[config.mk]
export PLATFORM = sky130hd
export DESIGN_NAME = univ_shift_reg_flat
export DESIGN_NICKNAME = d
export VERILOG_FILES = /design/src/rtl/univ_shift_reg_pkg.sv /design/src/rtl/univ_shift_reg_if.sv /design/src/rtl/univ_shift_reg_core.sv /design/src/rtl/univ_shift_reg.sv /design/src/flat_wrapper.sv
export SDC_FILE = /design/constraint.sdc
export NUM_CORES = 1
export LEC_CHECK = 0
export CAP_MARGIN = 15
export CORE_ASPECT_RATIO = 1.25
export CORE_UTILIZATION = 35
export CTS_CLUSTER_SIZE = 40
export DETAILED_ROUTE_END_ITERATION = 8
export GPL_TIMING_DRIVEN = 1
export PLACE_DENSITY = 0.7
export SYNTH_ARGS = -nofsm -noshare
export SYNTH_HDL_FRONTEND = slang
export SYNTH_SLANG_ARGS = --single-unit
[constraint.sdc]
create_clock -name clock -period 2.2 [get_ports clock]
set_input_delay 0.44 -clock clock [delete_from_list [all_inputs] [get_ports clock]]
set_output_delay 0.44 -clock clock [all_outputs]
set_load 0.01 [all_outputs]
[src/rtl/univ_shift_reg_pkg.sv]
// ----------------------------------------------------------------------------
// usr_pkg
//   Shared types for the universal shift register: the 3-bit operation codes
//   applied while idle, and the burst-engine state encoding.
// ----------------------------------------------------------------------------
package usr_pkg;

   localparam int USR_MODE_W = 3;

   typedef enum logic [USR_MODE_W-1:0] {
      MODE_HOLD  = 3'd0,
      MODE_SHR   = 3'd1,
      MODE_SHL   = 3'd2,
      MODE_LOAD  = 3'd3,
      MODE_ROR   = 3'd4,
      MODE_ROL   = 3'd5,
      MODE_CLEAR = 3'd6,
      MODE_RSVD  = 3'd7   // reserved, behaves as HOLD
   } usr_mode_e;

   typedef enum logic {
      ST_IDLE = 1'b0,
      ST_RUN  = 1'b1
   } usr_state_e;

endpackage

[src/rtl/univ_shift_reg_if.sv]
// ----------------------------------------------------------------------------
// univ_shift_reg_if
//   Control/data bundle of the universal shift register.
//   master : drives mode, din, ser_in_msb, ser_in_lsb, start, shift_count;
//            observes dout, sout_msb, sout_lsb, busy, done.
//   slave  : the register itself (opposite directions).
// ----------------------------------------------------------------------------
interface univ_shift_reg_if #(
   parameter int WIDTH = 8
);
   localparam int CW = $clog2(WIDTH + 1);

   logic [2:0]       mode;
   logic [WIDTH-1:0] din;
   logic             ser_in_msb;
   logic             ser_in_lsb;
   logic             start;
   logic [CW-1:0]    shift_count;
   logic [WIDTH-1:0] dout;
   logic             sout_msb;
   logic             sout_lsb;
   logic             busy;
   logic             done;

   modport master (
      output mode, din, ser_in_msb, ser_in_lsb, start, shift_count,
      input  dout, sout_msb, sout_lsb, busy, done
   );

   modport slave (
      input  mode, din, ser_in_msb, ser_in_lsb, start, shift_count,
      output dout, sout_msb, sout_lsb, busy, done
   );
endinterface

[src/rtl/univ_shift_reg_core.sv]
// ----------------------------------------------------------------------------
// usr_shift_core
//   Purely combinational next-value function of the shift register.
//   i_op         : operation to apply
//   i_dout       : current register contents
//   i_din        : parallel load data
//   i_ser_in_msb : bit entering at the MSB on a logical right shift
//   i_ser_in_lsb : bit entering at the LSB on a logical left shift
//   o_next       : value the register takes on the next edge
// ----------------------------------------------------------------------------
module usr_shift_core
   import usr_pkg::*;
#(
   parameter int WIDTH = 8
) (
   input  usr_mode_e        i_op,
   input  logic [WIDTH-1:0] i_dout,
   input  logic [WIDTH-1:0] i_din,
   input  logic             i_ser_in_msb,
   input  logic             i_ser_in_lsb,
   output logic [WIDTH-1:0] o_next
);

   always_comb begin
      o_next = i_dout;
      case (i_op)
         MODE_SHR:   o_next = {i_ser_in_msb, i_dout[WIDTH-1:1]};
         MODE_SHL:   o_next = {i_dout[WIDTH-2:0], i_ser_in_lsb};
         MODE_LOAD:  o_next = i_din;
         MODE_ROR:   o_next = {i_dout[0], i_dout[WIDTH-1:1]};
         MODE_ROL:   o_next = {i_dout[WIDTH-2:0], i_dout[WIDTH-1]};
         MODE_CLEAR: o_next = '0;
         default:    o_next = i_dout;   // HOLD and reserved code
      endcase
   end

endmodule

[src/rtl/univ_shift_reg.sv]
// ----------------------------------------------------------------------------
// univ_shift_reg
//   Parametrised universal shift register with a self-timed burst engine.
//   While idle, bus.mode selects hold / shift / rotate / load / clear each
//   cycle. bus.start loads bus.din and then shifts right min(shift_count,
//   WIDTH) times, reporting progress on bus.busy and completion on a
//   one-cycle bus.done pulse.
//   clock : rising-edge clock
//   reset : synchronous, active-high reset
//   bus   : slave side of univ_shift_reg_if (controls in, register state out)
// ----------------------------------------------------------------------------
module univ_shift_reg
   import usr_pkg::*;
#(
   parameter int WIDTH = 8
) (
   input  logic             clock,
   input  logic             reset,
   univ_shift_reg_if.slave  bus
);

   localparam int CW = $clog2(WIDTH + 1);

   usr_state_e       r_state;
   logic [WIDTH-1:0] r_dout;
   logic [CW-1:0]    r_count;
   logic             r_done;

   usr_mode_e        w_op;
   logic [WIDTH-1:0] w_next;
   logic [CW-1:0]    w_sat_count;

   // Requested burst length, clamped so a burst never shifts more than WIDTH.
   assign w_sat_count = (bus.shift_count > CW'(WIDTH)) ? CW'(WIDTH) : bus.shift_count;

   // A burst start is expressed as a LOAD so every register update flows
   // through the one shared next-value function.
   always_comb begin
      w_op = usr_mode_e'(bus.mode);
      if (r_state == ST_RUN) begin
         w_op = MODE_SHR;
      end else if (bus.start) begin
         w_op = MODE_LOAD;
      end
   end

   usr_shift_core #(
      .WIDTH (WIDTH)
   ) u_core (
      .i_op         (w_op),
      .i_dout       (r_dout),
      .i_din        (bus.din),
      .i_ser_in_msb (bus.ser_in_msb),
      .i_ser_in_lsb (bus.ser_in_lsb),
      .o_next       (w_next)
   );

   always_ff @(posedge clock) begin
      if (reset) begin
         r_state <= ST_IDLE;
         r_dout  <= '0;
         r_count <= '0;
         r_done  <= 1'b0;
      end else begin
         r_dout <= w_next;
         r_done <= 1'b0;
         case (r_state)
            ST_IDLE: begin
               if (bus.start) begin
                  r_count <= w_sat_count;
                  if (w_sat_count != '0) begin
                     r_state <= ST_RUN;
                  end else begin
                     r_done <= 1'b1;
                  end
               end
            end
            ST_RUN: begin
               r_count <= r_count - CW'(1);
               if (r_count == CW'(1)) begin
                  r_state <= ST_IDLE;
                  r_done  <= 1'b1;
               end
            end
            default: r_state <= ST_IDLE;
         endcase
      end
   end

   assign bus.dout     = r_dout;
   assign bus.sout_msb = r_dout[WIDTH-1];
   assign bus.sout_lsb = r_dout[0];
   assign bus.busy     = (r_state == ST_RUN);
   assign bus.done     = r_done;

endmodule

[src/flat_wrapper.sv]
// flat-port wrapper written by rule: the top's interface ports become plain ports
module univ_shift_reg_flat import usr_pkg::*;
#(
   parameter int WIDTH = 8
)
  (clock, reset, bus_mode, bus_din, bus_ser_in_msb, bus_ser_in_lsb, bus_start, bus_shift_count, bus_dout, bus_sout_msb, bus_sout_lsb, bus_busy, bus_done);
  univ_shift_reg_if #(.WIDTH(WIDTH)) bus_i ();
  input  logic clock;
  input  logic reset;
  input wire logic [$bits(bus_i.mode)-1:0] bus_mode;
  input wire logic [$bits(bus_i.din)-1:0] bus_din;
  input wire logic [$bits(bus_i.ser_in_msb)-1:0] bus_ser_in_msb;
  input wire logic [$bits(bus_i.ser_in_lsb)-1:0] bus_ser_in_lsb;
  input wire logic [$bits(bus_i.start)-1:0] bus_start;
  input wire logic [$bits(bus_i.shift_count)-1:0] bus_shift_count;
  output wire logic [$bits(bus_i.dout)-1:0] bus_dout;
  output wire logic [$bits(bus_i.sout_msb)-1:0] bus_sout_msb;
  output wire logic [$bits(bus_i.sout_lsb)-1:0] bus_sout_lsb;
  output wire logic [$bits(bus_i.busy)-1:0] bus_busy;
  output wire logic [$bits(bus_i.done)-1:0] bus_done;
  assign bus_i.mode = bus_mode;
  assign bus_i.din = bus_din;
  assign bus_i.ser_in_msb = bus_ser_in_msb;
  assign bus_i.ser_in_lsb = bus_ser_in_lsb;
  assign bus_i.start = bus_start;
  assign bus_i.shift_count = bus_shift_count;
  assign bus_dout = bus_i.dout;
  assign bus_sout_msb = bus_i.sout_msb;
  assign bus_sout_lsb = bus_i.sout_lsb;
  assign bus_busy = bus_i.busy;
  assign bus_done = bus_i.done;
  univ_shift_reg #(.WIDTH(WIDTH)) u_core (.clock(clock), .reset(reset), .bus(bus_i));
endmodule
==> results.yml <==
pwr:
  p_switching_w: 0.0002029
  p_leak_nw: 0.4523
  combPwrFrac_pct: 28.8
  power_density_nw_per_um2: 551.5
  intPower_w: 0.0004885
  swShare_pct: 29.35
  p_clk_share_pct: 27.3
  seqPwrFrac_pct: 43.9
  peakVddDrop_mv: 0.3378
cts:
  root_buffer: "clkbuf_4"
  h-tree-depth: 1
  cts_tree: "done"
  clkLatencyLatePin_ns: 0.28
  clkTransAtPathRegs_ns: 0.09
  clkSinkCount: 14
  cts_buffers: 3
  cts_resized: 0
  cts_hold_buf: 0
  post_cts_buffers: 0
  clk_path_buf_depth: 2
cells_and_area:
  nFillCells: 253
  areaGrowthSynthToFinish_pct: 40.53
  nets: 163
  fin_cells: 173
  n_antenna_cell: 0
  layout-drive-gt1-share_pct: 14.29
sta:
  timing.final.crit_share_pct: 89.91
  report.final.hold_viol_count: 0
  finalSetupTns_ns: 0
  max_freq_mhz: 505.6
  worst_pin_slew_ns: 0.5324
  fin_crit_ns: 1.978
  holdWs_ns: 0.5290
  relSlewSlack_pct: 64.39
  setup_violations: 0
  rsz0062_at_grt: "false"
  maxSlewViolCount: 0
  skew_ns: 0.002242
  worst_slack_ns: 0.2220
run:
  cap_viol_max_count: 0
setup_path:
  crit_family: "buffers and inverters"
  critPathKind: "reg2out"
  crit_chain: "clkdlybuf4s50_1"
  cp-startpoint: "u_core.bus.busy$_SDFF_PP0_"
  r2r_start: "u_core.bus.busy$_SDFF_PP0_"
  cpMaxStageDelayCell: "clkdlybuf4s50_1"
  end_kind: "output port"
  critPathBufInv: 1
  worstPathRequired_ns: 1.76
  worst_path_largest_cell_delay_ns: 0.63
  start_kind: "register"
  crit_fanout: 13
  cp_data_arrival_time_ns: 1.54
global_route:
  grt_pass1_vias: 930
  antenna_found_initial: 0
  grt_pass1_wl_mm: 3.926
  grt_max_degree: 15
  grt_util_all_layers_pct: 19.53
  gr-total-overflow: 0
die:
  io_pins: 32
  die_area_um2: 2756
  die_w_um: 47.16
  start_util_pct: 36.75
  die_h_um: 58.45
  core.rowCount: 20
  core_um2: 2427
synthesis:
  synth.avg_cell_area_um2: 8.260
  synthesis.nets: 130
  synth.cell_area_um2: 892.1
  ys_ff_latch: 14
  yosysSeqAreaShare_pct: 31.42
  ys.warnings.count: 0
  netlist_instances: 108
  synth_cell_types: 35
placement:
  dpl.cell_count: 169
  gp_congestion: 0.7991
  portBuffers: 31
  dp_slack_ns: 0.06068
  place_hpwl_mm: 1.784
min_path:
  min-delay-start: "u_core.r_count[0]$_SDFFE_PP0P_"
  hold_path_class: "reg2reg"
routing:
  routed_wl_mm: 2.417
  drtAntennaViolNets: 0
  dr_total_vias: 963
  drt_iter0_drc: 19
  route.detailed.drc: 0
  via_per_inst: 5.566
  dr.pass1.iters: 4
  wl_per_cell_um: 13.97
outcome:
  status: "complete, no violations"
==> area by class of cell <==
cell class | count | area, um2 | area share (%)
clock buffer | 4 | 36.28 | 2.894
tap | 33 | 41.29 | 3.293
timing repair buffer | 37 | 355.3 | 28.34
sequential | 14 | 280.3 | 22.36
inverter | 5 | 18.77 | 1.497
multi-input combinational | 80 | 521.8 | 41.62
==> cells in the mapped netlist, drive strengths merged <==
master | number | area [um2]
dlymetal6s2s | 1 | 12.51
a222oi | 1 | 10.01
nor2 | 16 | 62.56
nand3 | 2 | 10.01
and4bb | 1 | 12.51
a21boi | 1 | 18.77
ha | 2 | 25.02
o21ai | 6 | 33.78
nand2 | 10 | 37.54
nor3 | 3 | 15.01
a22oi | 6 | 45.04
nor4 | 1 | 6.260
nand4 | 2 | 12.51
a31o | 1 | 8.760
a311oi | 7 | 61.31
and3 | 1 | 7.510
nor4b | 2 | 17.52
inv | 5 | 18.77
nor2b | 1 | 6.260
o211ai | 1 | 7.510
o31ai | 1 | 7.510
a21oi | 3 | 22.52
nand3b | 5 | 37.54
or3b | 1 | 11.26
dfxtp | 14 | 280.3
a31oi | 3 | 18.77
a21bo | 1 | 10.01
a22o | 1 | 8.760
a21o | 1 | 7.510
buf | 8 | 58.81
==> worst paths after layout <==
check                               endpoint  slack [ns]  cells after the start
max reg2reg  u_core.bus.dout[3]$_SDFFE_PP0P_        0.65                      6
min           u_core.r_count[0]$_SDFFE_PP0P_        0.53                      2
max                                 bus_busy        0.22                      1
min reg2reg   u_core.r_count[0]$_SDFFE_PP0P_        0.53                      2
==> per-stage QoR <==
stage / utilization (%) / power [W] / cell area [um2]
detailed placement: 50.15 / 0.0005069 / 1217
CTS: 51.65 / 0.0006973 / 1254
global route: 51.65 / 0.0007253 / 1254
global placement: 50.15 / 0.0005025 / 1217
floorplan: - / 0.0004131 / 892.1
finish: 51.65 / 0.0006914 / 1254
==> sequential cells by signal (all words and copies together), names as in the netlist <==
name / count
u_core.bus.busy: 1
u_core.r_count: 4
u_core.bus.done: 1
u_core.bus.dout: 8
==> routing by layer <==
| metal | global-route usage [%] | part of all wire [%] | vias up |
|---|---|---|---|
| li1 | - | - | 465 |
| met1 | 21.93 | 42 | 463 |
| met2 | 34.52 | 52 | 31 |
| met3 | 4.294 | 5.4 | 4 |
| met4 | 7.347 | 0.83 | 0 |
| met5 | 0 | 0 | - |
==> cell families (layout without fill, tap and decap cells) <==
kind of cell | Yosys count | after routing | synth area share, %
and+or+nand+nor | 45 | 45 | 26.51
AOI/OAI and AO/OA | 33 | 33 | 29.17
buffers and inverters | 14 | 46 | 10.10
adders and majority gates | 2 | 2 | 2.805
DFF | 14 | 14 | 31.42
==> tightest hold or removal path, stage by stage, from the launching register on <==
cell	delay (ns)
dfxtp_1	0.35
nand2_1	0.07
a31oi_1	0.07
==> layout by cell type, fill, tap and decap left out, drive strengths merged, types with 2 or more instances in the layout <==
master         count
nand3b             5
a311oi             7
nand4              2
dfxtp             14
clkbuf             4
a22oi              6
nor3               3
buf                6
nor2              16
o21ai              6
a31oi              3
clkdlybuf4s50     31
a21oi              3
nor4b              2
inv                5
nand3              2
nand2             10
ha                 2
==> power by group through the flow <==
stage / sequential, W / clock [W] / combinational [W]
2_1_floorplan: 0.000307 / 0 / 0.000106
3_3_place_gp: 0.000308 / 0 / 0.000195
3_5_place_dp: 0.000309 / 0 / 0.000198
4_1_cts: 0.000303 / 0.000194 / 0.000200
5_1_grt: 0.000307 / 0.000201 / 0.000217
6_report: 0.000304 / 0.000189 / 0.000199
Power figures use the tool's default switching activity.
